**src/rtl/lzrw1_group_packer_if.sv**
```systemverilog
// Valid/ready item input and byte-stream output of the LZRW1 group packer.
// slave is the packer side, master is the surrounding source/sink.
interface lzrw1_group_packer_if;
    logic        in_valid;
    logic        in_ready;
    logic        in_is_copy;
    logic [7:0]  in_literal;
    logic [11:0] in_offset;
    logic [3:0]  in_length;
    logic        in_last;
    logic        out_valid;
    logic        out_ready;
    logic [7:0]  out_byte;
    logic        out_last;

    modport slave (
        input  in_valid, in_is_copy, in_literal, in_offset, in_length, in_last,
        output in_ready,
        output out_valid, out_byte, out_last,
        input  out_ready
    );

    modport master (
        output in_valid, in_is_copy, in_literal, in_offset, in_length, in_last,
        input  in_ready,
        input  out_valid, out_byte, out_last,
        output out_ready
    );
endinterface

```
**src/rtl/lzrw1_group_packer.sv**
```systemverilog
// LZRW1 group packer: collects up to 16 literal/copy items, then streams
// the 16-bit control word (low byte first) followed by the item bytes.
module lzrw1_group_packer #(
    parameter int GROUPSIZE = 16,
    parameter int OFFSETW   = 12
) (
    input  logic                  clock,
    input  logic                  reset,
    lzrw1_group_packer_if.slave   bus,
    output logic                  busy
);

    typedef enum logic [1:0] {FILL, CW_LO, CW_HI, ITEMS} state_t;

    state_t      state;
    state_t      state_nxt;
    logic [4:0]  item_cnt;
    logic [15:0] ctrl;
    logic [3:0]  emit_idx;
    logic        byte_sel;
    logic        last_flag;
    logic [7:0]  byte0 [GROUPSIZE];
    logic [7:0]  byte1 [GROUPSIZE];

    logic accept;
    logic slot_copy;
    logic slot_end;
    logic slot_last;

    // A copy slot takes two bytes; its item ends only on the second one.
    assign slot_copy = ctrl[emit_idx];
    assign slot_end  = !slot_copy || byte_sel;
    assign slot_last = ({1'b0, emit_idx} + 5'd1) == item_cnt;
    assign busy      = (state != FILL) || (item_cnt != 5'd0);

    // Next-state and handshake/output decode; outputs depend on state only
    // so they hold steady while the sink stalls.
    always_comb begin
        state_nxt     = state;
        accept        = 1'b0;
        bus.in_ready  = 1'b0;
        bus.out_valid = 1'b0;
        bus.out_byte  = 8'h00;
        bus.out_last  = 1'b0;
        unique case (state)
            FILL: begin
                bus.in_ready = 1'b1;
                accept       = bus.in_valid;
                if (accept &&
                    (item_cnt == 5'(GROUPSIZE - 1) || bus.in_last))
                    state_nxt = CW_LO;
            end
            CW_LO: begin
                bus.out_valid = 1'b1;
                bus.out_byte  = ctrl[7:0];
                if (bus.out_ready) state_nxt = CW_HI;
            end
            CW_HI: begin
                bus.out_valid = 1'b1;
                bus.out_byte  = ctrl[15:8];
                if (bus.out_ready) state_nxt = ITEMS;
            end
            ITEMS: begin
                bus.out_valid = 1'b1;
                bus.out_byte  = byte_sel ? byte1[emit_idx] : byte0[emit_idx];
                bus.out_last  = last_flag && slot_end && slot_last;
                if (bus.out_ready && slot_end && slot_last)
                    state_nxt = FILL;
            end
            default: state_nxt = FILL;
        endcase
    end

    // State register.
    always_ff @(posedge clock or negedge reset) begin
        if (!reset) state <= FILL;
        else        state <= state_nxt;
    end

    // Group bookkeeping: fill counter, control word, emit cursor, last flag.
    always_ff @(posedge clock or negedge reset) begin
        if (!reset) begin
            item_cnt  <= 5'd0;
            ctrl      <= 16'h0000;
            emit_idx  <= 4'd0;
            byte_sel  <= 1'b0;
            last_flag <= 1'b0;
        end else begin
            if (accept) begin
                ctrl[item_cnt[3:0]] <= bus.in_is_copy;
                item_cnt            <= item_cnt + 5'd1;
                last_flag           <= bus.in_last;
            end
            if (state == CW_HI && bus.out_ready) begin
                emit_idx <= 4'd0;
                byte_sel <= 1'b0;
            end
            if (state == ITEMS && bus.out_ready) begin
                if (!slot_end) begin
                    byte_sel <= 1'b1;
                end else if (slot_last) begin
                    item_cnt  <= 5'd0;
                    ctrl      <= 16'h0000;
                    emit_idx  <= 4'd0;
                    byte_sel  <= 1'b0;
                    last_flag <= 1'b0;
                end else begin
                    emit_idx <= emit_idx + 4'd1;
                    byte_sel <= 1'b0;
                end
            end
        end
    end

    // Item storage; contents are only meaningful below item_cnt.
    always_ff @(posedge clock) begin
        if (accept) begin
            if (bus.in_is_copy) begin
                byte0[item_cnt[3:0]] <= {bus.in_offset[OFFSETW-1:8],
                                         bus.in_length};
                byte1[item_cnt[3:0]] <= bus.in_offset[7:0];
            end else begin
                byte0[item_cnt[3:0]] <= bus.in_literal;
                byte1[item_cnt[3:0]] <= 8'h00;
            end
        end
    end

endmodule

```
**src/flat_wrapper.sv**
```systemverilog
// flat-port wrapper written by rule: the top's interface ports become plain ports
module lzrw1_group_packer_flat 
#(
    parameter int GROUPSIZE = 16,
    parameter int OFFSETW   = 12
)
  (clock, reset, busy, bus_in_valid, bus_in_is_copy, bus_in_literal, bus_in_offset, bus_in_length, bus_in_last, bus_in_ready, bus_out_valid, bus_out_byte, bus_out_last, bus_out_ready);
  lzrw1_group_packer_if bus_i ();
  input  logic clock;
  input  logic reset;
  output logic busy;
  input wire logic [$bits(bus_i.in_valid)-1:0] bus_in_valid;
  input wire logic [$bits(bus_i.in_is_copy)-1:0] bus_in_is_copy;
  input wire logic [$bits(bus_i.in_literal)-1:0] bus_in_literal;
  input wire logic [$bits(bus_i.in_offset)-1:0] bus_in_offset;
  input wire logic [$bits(bus_i.in_length)-1:0] bus_in_length;
  input wire logic [$bits(bus_i.in_last)-1:0] bus_in_last;
  output wire logic [$bits(bus_i.in_ready)-1:0] bus_in_ready;
  output wire logic [$bits(bus_i.out_valid)-1:0] bus_out_valid;
  output wire logic [$bits(bus_i.out_byte)-1:0] bus_out_byte;
  output wire logic [$bits(bus_i.out_last)-1:0] bus_out_last;
  input wire logic [$bits(bus_i.out_ready)-1:0] bus_out_ready;
  assign bus_i.in_valid = bus_in_valid;
  assign bus_i.in_is_copy = bus_in_is_copy;
  assign bus_i.in_literal = bus_in_literal;
  assign bus_i.in_offset = bus_in_offset;
  assign bus_i.in_length = bus_in_length;
  assign bus_i.in_last = bus_in_last;
  assign bus_in_ready = bus_i.in_ready;
  assign bus_out_valid = bus_i.out_valid;
  assign bus_out_byte = bus_i.out_byte;
  assign bus_out_last = bus_i.out_last;
  assign bus_i.out_ready = bus_out_ready;
  lzrw1_group_packer #(.GROUPSIZE(GROUPSIZE), .OFFSETW(OFFSETW)) u_core (.clock(clock), .reset(reset), .bus(bus_i), .busy(busy));
endmodule
```
**config.mk**
```make
export PLATFORM = sky130hd
export DESIGN_NAME = lzrw1_group_packer_flat
export DESIGN_NICKNAME = d
export VERILOG_FILES = /design/src/rtl/lzrw1_group_packer_if.sv /design/src/rtl/lzrw1_group_packer.sv /design/src/flat_wrapper.sv
export SDC_FILE = /design/constraint.sdc
export NUM_CORES = 1
export LEC_CHECK = 0
export BUFFER_PORTS_ARGS = -buffer_cell sky130_fd_sc_hd__buf_2
export CORE_MARGIN = 1
export CORE_UTILIZATION = 63
export CTS_BUF_LIST = sky130_fd_sc_hd__clkbuf_16
export CTS_CLUSTER_SIZE = 14
export DETAILED_ROUTE_END_ITERATION = 8
export GPL_TIMING_DRIVEN = 0
export PLACE_DENSITY = 0.78
export SYNTH_ARGS = -nofsm -noshare
export SYNTH_HDL_FRONTEND = slang
export SYNTH_SLANG_ARGS = --single-unit
```
**constraint.sdc**
```tcl
create_clock -name clock -period 8.9 [get_ports clock]
set_input_delay 1.335 -clock clock [delete_from_list [all_inputs] [get_ports clock]]
set_output_delay 1.335 -clock clock [all_outputs]
set_load 0.005 [all_outputs]
```
==> key figures, run 1 <==
Pwr
  – Maximum VDD drop: 0.206 mV
  – Power Density: 295 nW/um^2
  – Clock power frac: 0.287
  – Leakage: 4.49 nW
  – Sw Pwr: 1.24 mW
  – Comb power frac: 0.300
  – Switch share: 0.309
  – Seq pwr share: 0.414
  – Power after layout: 3.99 mW
  – P_int: 2.76 mW

Synthesis
  – Register area share after synthesis: 0.711
  – Gate count after technology mapping: 632
  – EDFF count, synth: 256
  – Area contributors post-synth: edfxtp_1, mux4_2, dfrtp_1, mux2i_1, ha_1
  – Seq cells post-synth: 285
  – Area leader, netlist: edfxtp_1
  – Post-Synthesis Cell Area: 11800 sq um
  – Top FF cell, synth: edfxtp_1
  – Syn Nets: 673
  – Yosys cell types: 45
  – Yosys top cell area share: 0.650
  – YS warnings: 0
  – Avg Cell Area, Syn: 18.7 sq um
  – Async S/R FF share, synth: 0.102

Die
  – Core Rows: 49
  – Die X: 139 microns
  – Core Region: 18200 sq um
  – # IOs: 42
  – Initial Utilization: 0.650
  – Die Area: 19300 sq um
  – Chip height: 139 microns

STA
  – Worst-Margin Slew: 1050 ps
  – Final period utilization: 0.549
  – Post-route setup slack: 4010 ps
  – Clk_skew: 6.90 ps
  – Max Freq: 205 MHz
  – Slew headroom: 0.302
  – Pins Over Slew Limit: 0
  – Final setup vio count: 0
  – Final Critical Period: 4890 ps
  – TNS Setup: 0 ps
  – RSZ-0062 raised after global routing: no
  – Final hold vios: 0

CTS
  – Clock Sinks: 285
  – Worst skew pair latency: 550 ps
  – Post-CTS sizing: 0
  – Clock buffer depth: 3
  – CTS tree: built
  – Hold_buf cts: 0
  – Clock transition at path regs: 70 ps
  – CTS Buf Count: 28
  – Root buf cell: clkbuf_16
  – CTS H-tree lvls: 1
  – Post-CTS setup buffers: 0

Critical path
  – CP endpoint kind: primary output
  – CP required: 7570 ps
  – CP top delay family: buffers and inverters
  – Critical Path Start Type: flip-flop
  – CP startpoint: u_core.emit_idx[1]
  – Worst-path maximum fanout: 10
  – Buf/Inv on CP: 4
  – R2r startpoint: u_core.state[0]
  – Crit-path slowest cell: clkbuf_1
  – CP Class: reg2out
  – CP dominant cell by count: clkbuf_1
  – Crit path DAT: 3550 ps
  – CP Cell Sequence: clkbuf_1 > clkbuf_1 > clkbuf_1 > mux4_2 > mux2i_1 > nand3_1 > nand4_1 > a21oi_1 > buf_2
  – Critical Path Max Stage Delay: 630 ps

Routing
  – TritonRoute pass-1 iters: 7
  – WL/cell: 29.6 microns
  – Total wire length: 28700 microns
  – DRT iter0 DRCs: 793
  – Via-to-Cell Ratio: 6.98
  – Remaining antenna violation count: 0
  – Vias: 6778
  – Drc violations: 0

GRT
  – First-pass GRT wire length: 42700 microns
  – Vias in the first global route: 6856
  – Pin count of the biggest net entering global routing: 30
  – GRT overflow: 0
  – Overall Global Routing Usage: 0.310
  – Initial antenna violation count: 0

Min path
  – Worst min-delay path class: reg2reg
  – Hold Crit Start: u_core.last_flag

Placement
  – Cell Area, Placed: 12600 sq um
  – Detail Placement HPWL: 18600 microns
  – IO buf count: 40
  – Dpl ws: 4670 ps
  – GPL Wtd Cong: 0.918

Finish
  – Share of layout cells above drive strength 1: 0.288
  – Final Net Count: 763
  – Filler cell count: 1020
  – Diode count: 0
  – Area grow syn2layout: 14.4%
  – Design Area, Final: 13500 sq um

Outcome
  – Outcome: finished clean

Job
  – # Max-Cap Violations: 0
[area by class of cell]
| class | instances | area (sq um) | share of cell area |
|---|---|---|---|
| Clock inverter | 22 | 183 | 0.0135 |
| Multi-Input combinational cell | 300 | 3260 | 0.241 |
| Buffer | 36 | 168 | 0.0124 |
| Sequential cell | 285 | 8410 | 0.622 |
| Timing Repair Buffer | 60 | 483 | 0.0357 |
| Tap cell | 229 | 287 | 0.0212 |
| Inverter | 11 | 41.3 | 0.00305 |
| Clock buffer | 28 | 701 | 0.0518 |
[stage by stage]
step                utilization  hold WS, ps  cells
global placement          0.676          531    901
finish                    0.743          546    971
detailed placement        0.695          535    921
CTS                       0.743          544    971
floorplan                     -          502    632
global route              0.743          569    971
[final timing paths]
check / to / slack [ps] / cells after the start
setup reg to reg: u_core.byte0[4][6] / 5660 / 7
max in group asynchronous: u_core.state[0] / 7610 / 1
min in group asynchronous: u_core.ctrl[12] / 830 / 1
hold reg to reg: u_core.last_flag / 550 / 2
hold / removal: u_core.last_flag / 550 / 2
setup / recovery: bus_out_byte[3] / 4010 / 9
[synth_stat cells (all sizes together) (11+ instances only)]
cell type  instances
ha                11
inv               11
nand2             33
dfrtp             29
nor2              32
mux2i             17
a22oi             17
edfxtp           256
mux4              78
o21ai             21
buf               15
a21oi             17
clkbuf            21
[layer usage]
metal / wire, microns / part of all wire / vias to the layer above / global-route usage
met5: 0 / 0 / - / 0
met4: 1260 / 0.044 / 0 / 0.132
met3: 2960 / 0.10 / 101 / 0.0642
met2: 13600 / 0.47 / 491 / 0.483
met1: 10900 / 0.38 / 3450 / 0.435
li1: - / - / 2736 / -
[cells in the final DEF (no fill, tap or decap), types with 6 or more instances in the layout]
| cell | instances |
|---|---|
| clkbuf_16 | 28 |
| mux2i_1 | 17 |
| buf_2 | 48 |
| nand4_1 | 7 |
| nand2_1 | 33 |
| o21ai_0 | 21 |
| a22oi_1 | 17 |
| and2_1 | 10 |
| a21oi_1 | 17 |
| inv_1 | 15 |
| buf_8 | 11 |
| edfxtp_1 | 256 |
| buf_6 | 9 |
| dfrtp_1 | 29 |
| nor2_1 | 20 |
| nand3_1 | 6 |
| nor2_2 | 12 |
| mux4_2 | 75 |
| clkinv_1 | 10 |
| ha_1 | 11 |
| mux2_2 | 9 |
| clkbuf_1 | 21 |
[worst register-to-register path: cells and delay by family, from the launching register on]
| family | cells | cell delay, ps |
|---|---|---|
| multiplexers | 1 | 550 |
| adder cells (fa/ha/maj) | 1 | 330 |
| AND/OR/NAND/NOR | 2 | 260 |
| buffers and inverters | 3 | 1400 |
| flip-flops | 1 | 420 |
[state kept, by name (all words and copies together), names as in the netlist]
| signal | cells |
|---|---|
| u_core.byte0 | 128 |
| u_core.byte1 | 128 |
| u_core.ctrl | 16 |
| u_core.item_cnt | 5 |
| u_core.emit_idx | 4 |
| u_core.state | 2 |
| u_core.byte_sel | 1 |
| u_core.last_flag | 1 |
[cell families after synthesis]
group / Yosys count / synth area share
muxes: 105 / 0.174
buffers and inverters: 47 / 0.0177
DFF: 285 / 0.711
and+or+nand+nor: 106 / 0.0421
xor gates and xnor gates: 8 / 0.00592
adders and majority gates: 11 / 0.0116
AOI/OAI and AO/OA: 70 / 0.0378
[power by group through the flow]
stage          Combinational, mW  Sequential [mW]  Clock [mW]
2_1_floorplan              0.822             1.65           0
3_3_place_gp                1.11             1.67           0
3_5_place_dp                1.17             1.67           0
4_1_cts                     1.19             1.65        1.15
5_1_grt                     1.27             1.66        1.19
6_report                    1.20             1.65        1.14
No activity file was read; power rests on OpenSTA's default activity.
==> run 2: changes to the inputs <==
--- a/config.mk
+++ b/config.mk
@@ -7,12 +7,12 @@
 export LEC_CHECK = 0
 export BUFFER_PORTS_ARGS = -buffer_cell sky130_fd_sc_hd__buf_2
 export CORE_MARGIN = 1
-export CORE_UTILIZATION = 63
+export CORE_UTILIZATION = 62
 export CTS_BUF_LIST = sky130_fd_sc_hd__clkbuf_16
 export CTS_CLUSTER_SIZE = 14
 export DETAILED_ROUTE_END_ITERATION = 8
 export GPL_TIMING_DRIVEN = 0
-export PLACE_DENSITY = 0.78
+export PLACE_DENSITY = 0.77
 export SYNTH_ARGS = -nofsm -noshare
 export SYNTH_HDL_FRONTEND = slang
 export SYNTH_SLANG_ARGS = --single-unit
==> constraint.sdc (replaced) <==
create_clock -name clock -period 4.7 [get_ports clock]
set_input_delay 0.705 -clock clock [delete_from_list [all_inputs] [get_ports clock]]
set_output_delay 0.705 -clock clock [all_outputs]
set_load 0.005 [all_outputs]
==> run 2 against run 1 <==
  * Critical path type unchanged
  * Largest power group unchanged
  * Wire length decreased by 3.2%
  * Die area increased by 1.6%
  * Critical path depth unchanged
  * Count of clock-buffer cells in the layout increased by 1
  * Register-to-register slack got worse by 4100 ps
  * Worst setup slack got worse by 3500 ps
  * Sequential share of layout area decreased by 0.39 points
  * Non-clock buffer count unchanged
  * Clock skew increased by 9.5 ps
  * Power increased by 91%
==> key figures, run 2 (same netlist as run 1, synthesis figures left out) <==
Job
  – # Max-Cap Violations: 0 (unchanged)

Routing
  – WL/cell: 28.4 microns (-3.9%)
  – Remaining antenna violation count: 0 (unchanged)
  – Via-to-Cell Ratio: 6.80 (-2.5%)
  – Total wire length: 27800 microns (-3.2%)
  – Drc violations: 0 (unchanged)
  – DRT iter0 DRCs: 607 (-23%)
  – Vias: 6654 (-1.8%)
  – TritonRoute pass-1 iters: 5 (-2)

CTS
  – Root buf cell: clkbuf_16
  – CTS H-tree lvls: 1 (unchanged)
  – Clock transition at path regs: 70 ps (about the same)
  – Worst skew pair latency: 540 ps (about the same)
  – Post-CTS sizing: 0 (unchanged)
  – Post-CTS setup buffers: 0 (unchanged)
  – CTS tree: built
  – Clock Sinks: 285 (unchanged)
  – Hold_buf cts: 0 (unchanged)
  – CTS Buf Count: 29 (+3.6%)
  – Clock buffer depth: 3 (unchanged)

Pwr
  – Power after layout: 7.65 mW (+91%)
  – Power Density: 561 nW/um^2 (+90%)
  – Comb power frac: 0.297 (-0.003)
  – Leakage: 4.52 nW (+0.68%)
  – Sw Pwr: 2.33 mW (+88%)
  – P_int: 5.32 mW (+93%)
  – Switch share: 0.304 (-0.00518)
  – Seq pwr share: 0.408 (-0.006)
  – Clock power frac: 0.295 (+0.008)
  – Maximum VDD drop: 0.350 mV (+70%)

Critical path
  – CP Class: reg2out
  – Critical Path Start Type: flip-flop
  – Crit path DAT: 3500 ps (-50 ps)
  – Worst-path maximum fanout: 10 (unchanged)
  – CP required: 3990 ps (-3580 ps)
  – CP endpoint kind: primary output
  – Flop2flop setup slack: 1550 ps (-4110 ps)

Die
  – Initial Utilization: 0.632 (-0.0173)
  – Core Rows: 50 (+2.0%)
  – Die Area: 19600 sq um (+1.6%)
  – Core Region: 18700 sq um (+2.7%)
  – Chip height: 140 microns (+0.79%)
  – Die X: 140 microns (+0.79%)
  – # IOs: 42 (unchanged)

Min path
  – Worst min-delay path class: in2async

STA
  – Clk_skew: 16.4 ps (+9.54 ps)
  – RSZ-0062 raised after global routing: no
  – Final Critical Period: 4210 ps
  – Final hold vios: 0 (unchanged)
  – Worst-Margin Slew: 1120 ps (+71.6 ps)
  – Pins Over Slew Limit: 0 (unchanged)
  – Fin Hold WS: 200 ps (-346 ps)
  – Max Freq: 238 MHz
  – Final period utilization: 0.895
  – Final setup vio count: 0 (unchanged)
  – Slew headroom: 0.254 (-0.0477)

GRT
  – Pin count of the biggest net entering global routing: 30 (unchanged)
  – First-pass GRT wire length: 42400 microns (-0.78%)
  – Overall Global Routing Usage: 0.300 (-0.0104)
  – Vias in the first global route: 6954 (+1.4%)
  – GRT overflow: 0 (unchanged)
  – Initial antenna violation count: 0 (unchanged)

Finish
  – Area grow syn2layout: 15.1%
  – Diode count: 0 (unchanged)
  – Design Area, Final: 13600 sq um (+0.64%)
  – Final Net Count: 764 (+0.13%)
  – Commonest cells after routing, fill and taps aside: edfxtp_1, mux4_2, buf_2
  – Leading cell type in the layout, fill and taps excluded: edfxtp_1
  – Share of layout cells above drive strength 1: 0.293 (+0.00460)

Placement
  – GPL Wtd Cong: 0.936 (+2.0%)
  – Cell Area, Placed: 12700 sq um (+0.28%)
  – Detail Placement HPWL: 18400 microns (-0.79%)
  – IO buf count: 40 (unchanged)

Outcome
  – Outcome: finished clean
[run 2: final cells by class]
type | instances | area, sq um
plain buffers | 36 | 168
clock buffers | 29 | 726
clock inverters | 23 | 209
fillers | 1095 | 5090
inverters | 11 | 41.3
multi-input cells | 300 | 3260
flip-flops and latches | 285 | 8410
well taps | 234 | 293
repair buffers | 60 | 512
[run 2: per-layer routing]
metal	vias to the layer above	routed length (microns)	track usage
met5	-	0	0
met4	0	1250	0.132
met3	83	2360	0.0482
met2	402	13400	0.478
met1	3428	10800	0.417
li1	2741	-	-
[run 2: final timing paths]
kind                       cells past startpoint            endpoint                from
min reg2reg                                    2    u_core.last_flag    u_core.last_flag
max reg2reg                                    7  u_core.byte1[9][0]     u_core.state[0]
max in group asynchronous                      1      u_core.ctrl[3]               reset
max                                            9     bus_out_byte[3]  u_core.emit_idx[1]
min                                            1  u_core.item_cnt[1]               reset
min in group clock                             3    u_core.last_flag         bus_in_last
[run 2: power by group through the flow]
stage | logic [mW] | clock network [mW] | registers [mW]
after floorplan | 1.56 | 0 | 3.13
after global placement | 2.11 | 0 | 3.16
after detailed placement | 2.23 | 0 | 3.17
after CTS | 2.26 | 2.27 | 3.12
after global routing | 2.42 | 2.37 | 3.14
final | 2.27 | 2.26 | 3.12
[run 2: critical path, cell delays in order (launching register included)]
cell and delay, ps:
dfrtp_1 350, clkbuf_1 250, clkbuf_1 680, clkbuf_1 550
mux4_2 390, mux2i_1 200, nand3_1 120, nand4_1 170
a21oi_1 100, buf_2 160
[run 2: metrics by stage]
| stage | TNS [ps] | setup WS, ps | instances | util |
|---|---|---|---|---|
| floorplan | 0 | 1570 | 632 | - |
| global placement | -104 | -64.2 | 906 | 0.659 |
| detailed placement | 0 | 1100 | 926 | 0.678 |
| CTS | 0 | 513 | 978 | 0.728 |
| global route | 0 | 324 | 978 | 0.728 |
| finish | 0 | 495 | 978 | 0.728 |
==> run 3: changes to the inputs <==
--- a/config.mk
+++ b/config.mk
@@ -6,13 +6,14 @@
 export NUM_CORES = 1
 export LEC_CHECK = 0
 export BUFFER_PORTS_ARGS = -buffer_cell sky130_fd_sc_hd__buf_2
-export CORE_MARGIN = 1
+export CORE_MARGIN = 4
 export CORE_UTILIZATION = 62
 export CTS_BUF_LIST = sky130_fd_sc_hd__clkbuf_16
 export CTS_CLUSTER_SIZE = 14
 export DETAILED_ROUTE_END_ITERATION = 8
 export GPL_TIMING_DRIVEN = 0
 export PLACE_DENSITY = 0.77
+export SETUP_SLACK_MARGIN = 0.5
 export SYNTH_ARGS = -nofsm -noshare
 export SYNTH_HDL_FRONTEND = slang
 export SYNTH_SLANG_ARGS = --single-unit
==> run 3 against run 2 <==
  * Fmax rose by 4.9%
  * Via count rose by 0.72%
  * Worst hold slack improved by 13 ps
  * Clock skew rose by 1.7 ps
  * Sequential power barely moved
  * Core utilization rose by 0.16 points
  * Sequential share of layout area fell by 0.14 points
  * Wire length rose by 3.1%
  * First-iteration DRC count rose by 45%
  * Sequential cell count did not move
  * Count of clock-buffer cells in the layout did not move
  * Power rose by 0.33%
  * Largest power group unchanged
==> key figures, run 3 (same netlist as run 1, synthesis figures left out) <==
GRT
  – Pin count of the biggest net entering global routing: 30 (unchanged)
  – GRT overflow: 0 (unchanged)
  – First-pass GRT wire length: 43800 microns (+3.4%)
  – Vias in the first global route: 6913 (-0.59%)
  – Overall Global Routing Usage: 0.276 (-0.0241)
  – Initial antenna violation count: 0 (unchanged)

Critical path
  – R2R Path End: u_core.byte1[11][0]
  – Crit-path slowest cell: mux4_2
  – CP endpoint kind: primary output
  – Crit path DAT: 3300 ps (-200 ps)
  – Worst-path maximum fanout: 10 (unchanged)
  – CP Cell Sequence: buf_4 > buf_2 > mux4_2 > mux4_2 > a22oi_1 > o21ai_0 > buf_2
  – R2r startpoint: u_core.state[0]
  – Critical Path Start Type: flip-flop
  – CP Class: reg2out
  – Flop2flop setup slack: 1650 ps (+100 ps)
  – Critical Path Max Stage Delay: 580 ps (-100 ps)
  – CP required: 3990 ps (about the same)
  – R2r worst-path depth: 7 (unchanged)

Die
  – Initial Utilization: 0.632 (unchanged)
  – Core Region: 18700 sq um (unchanged)
  – Die X: 146 microns (+4.3%)
  – Die Area: 21400 sq um (+8.7%)
  – # IOs: 42 (unchanged)
  – Core Rows: 50 (unchanged)
  – Chip height: 146 microns (+4.3%)

STA
  – Post-route setup slack: 690 ps (+196 ps)
  – RSZ-0062 raised after global routing: no
  – Clk_skew: 18.1 ps (+1.65 ps)
  – Max Freq: 249 MHz (+4.9%)
  – Slew headroom: 0.247 (-0.00769)
  – Worst-Margin Slew: 1130 ps (+9.09 ps)
  – Final period utilization: 0.853 (-0.0417)
  – Fin Hold WS: 213 ps (+12.8 ps)
  – Final Critical Period: 4010 ps (-196 ps)
  – TNS Setup: 0 ps (unchanged)
  – Final hold vios: 0 (unchanged)
  – Final setup vio count: 0 (unchanged)
  – Pins Over Slew Limit: 0 (unchanged)

Pwr
  – Leakage: 4.55 nW (+0.55%)
  – Comb power frac: 0.296 (about the same)
  – Clock power frac: 0.297 (+0.002)
  – Power Density: 562 nW/um^2 (+0.11%)
  – Switch share: 0.306 (+0.00159)
  – Seq pwr share: 0.407 (about the same)
  – Maximum VDD drop: 0.376 mV (+7.6%)
  – Sw Pwr: 2.35 mW (+0.86%)
  – P_int: 5.33 mW (+0.10%)

CTS
  – CTS tree: built
  – Post-CTS setup buffers: 0 (unchanged)
  – CTS H-tree lvls: 1 (unchanged)
  – Clock Sinks: 285 (unchanged)
  – Root buf cell: clkbuf_16
  – Worst skew pair latency: 530 ps (about the same)
  – Clock buffer depth: 3 (unchanged)
  – CTS Buf Count: 29 (unchanged)
  – Clock transition at path regs: 60 ps (about the same)

Placement
  – IO buf count: 40 (unchanged)
  – GPL Wtd Cong: 0.901 (-3.8%)
  – Inst Count DP: 926 (unchanged)
  – Detail Placement HPWL: 18600 microns (+1.0%)
  – Dpl ws: 992 ps (-105 ps)

Finish
  – Fin util: 0.730 (+0.00160)
  – Final Net Count: 764 (unchanged)
  – Diode count: 0 (unchanged)
  – Commonest cells after routing, fill and taps aside: edfxtp_1, mux4_2, buf_2
  – Area grow syn2layout: 15.4%
  – Share of layout cells above drive strength 1: 0.298 (+0.00538)
  – Leading cell type in the layout, fill and taps excluded: edfxtp_1
  – Final Instance Count excl. Fillers: 978 (unchanged)

Routing
  – Remaining antenna violation count: 0 (unchanged)
  – Drc violations: 0 (unchanged)
  – TritonRoute pass-1 iters: 5 (unchanged)
  – DRT iter0 DRCs: 881 (+45%)
  – Total wire length: 28700 microns (+3.1%)
  – Via-to-Cell Ratio: 6.85 (+0.72%)
  – WL/cell: 29.3 microns (+3.1%)
  – Vias: 6702 (+0.72%)

Min path
  – Worst min-delay path class: in2async

Outcome
  – Outcome: finished clean

Job
  – # Max-Cap Violations: 0 (unchanged)
==> run 3: cell count changes in the layout (fill, tap and decap cells not counted), sizes merged <==
cell / delta
clkinv: -3
inv: +2
buf: -1
clkbuf: +1
clkinvlp: +1
==> run 3: worst max path at each step <==
stage / to / slack (ps) / cells past startpoint / from
floorplan: u_core.ctrl[3] / 1570 / 8 / u_core.state[0]
global placement: u_core.ctrl[3] / -230 / 8 / u_core.state[0]
detailed placement: bus_out_byte[3] / 990 / 9 / u_core.emit_idx[1]
CTS: bus_out_byte[6] / 590 / 7 / u_core.emit_idx[2]
global route: bus_out_byte[5] / 580 / 7 / u_core.emit_idx[0]
finish: bus_out_byte[5] / 690 / 7 / u_core.emit_idx[0]
==> run 3: routing by layer <==
layer / global-route usage / part of all wire / vias to the layer above
met4: 0.0865 / 0.032 / 0
met1: 0.391 / 0.38 / 3496
li1: - / - / 2742
met5: 0 / 0 / -
met3: 0.0428 / 0.084 / 67
met2: 0.452 / 0.50 / 397
==> run 3: cell type report <==
class | instances | area (sq um)
plain buffers | 36 | 173
clock buffers | 29 | 726
clock inverters | 23 | 213
fillers | 1085 | 5060
inverters | 11 | 41.3
multi-input cells | 300 | 3260
flip-flops and latches | 285 | 8410
well taps | 234 | 293
repair buffers | 60 | 533
==> run 3: repair_timing <==
item | in CTS | in global routing
gates resized for setup | 1 | 6
gates cloned | 0 | 0
setup endpoints to repair | 1 | 1
hold buffers | 0 | 0
==> run 3: power groups by stage <==
stage | clock network [mW] | logic (mW) | registers [mW]
floorplan | 0 | 1.56 | 3.13
global placement | 0 | 2.13 | 3.16
detailed placement | 0 | 2.23 | 3.17
CTS | 2.29 | 2.26 | 3.12
global route | 2.41 | 2.45 | 3.14
finish | 2.28 | 2.27 | 3.13
==> run 3: critical path, delay by kind of cell, from the launching register on <==
kind	cells	cell delay, ps
compound gates	2	570
buf+inv	3	740
flops	1	370
mux	2	1080
==> run 3: metrics by stage <==
stage	cell area [sq um]	power (mW)
after floorplan	11800	4.69
after global placement	12300	5.29
after detailed placement	12700	5.40
after CTS	13600	7.67
after global routing	13600	7.99
final	13600	7.67
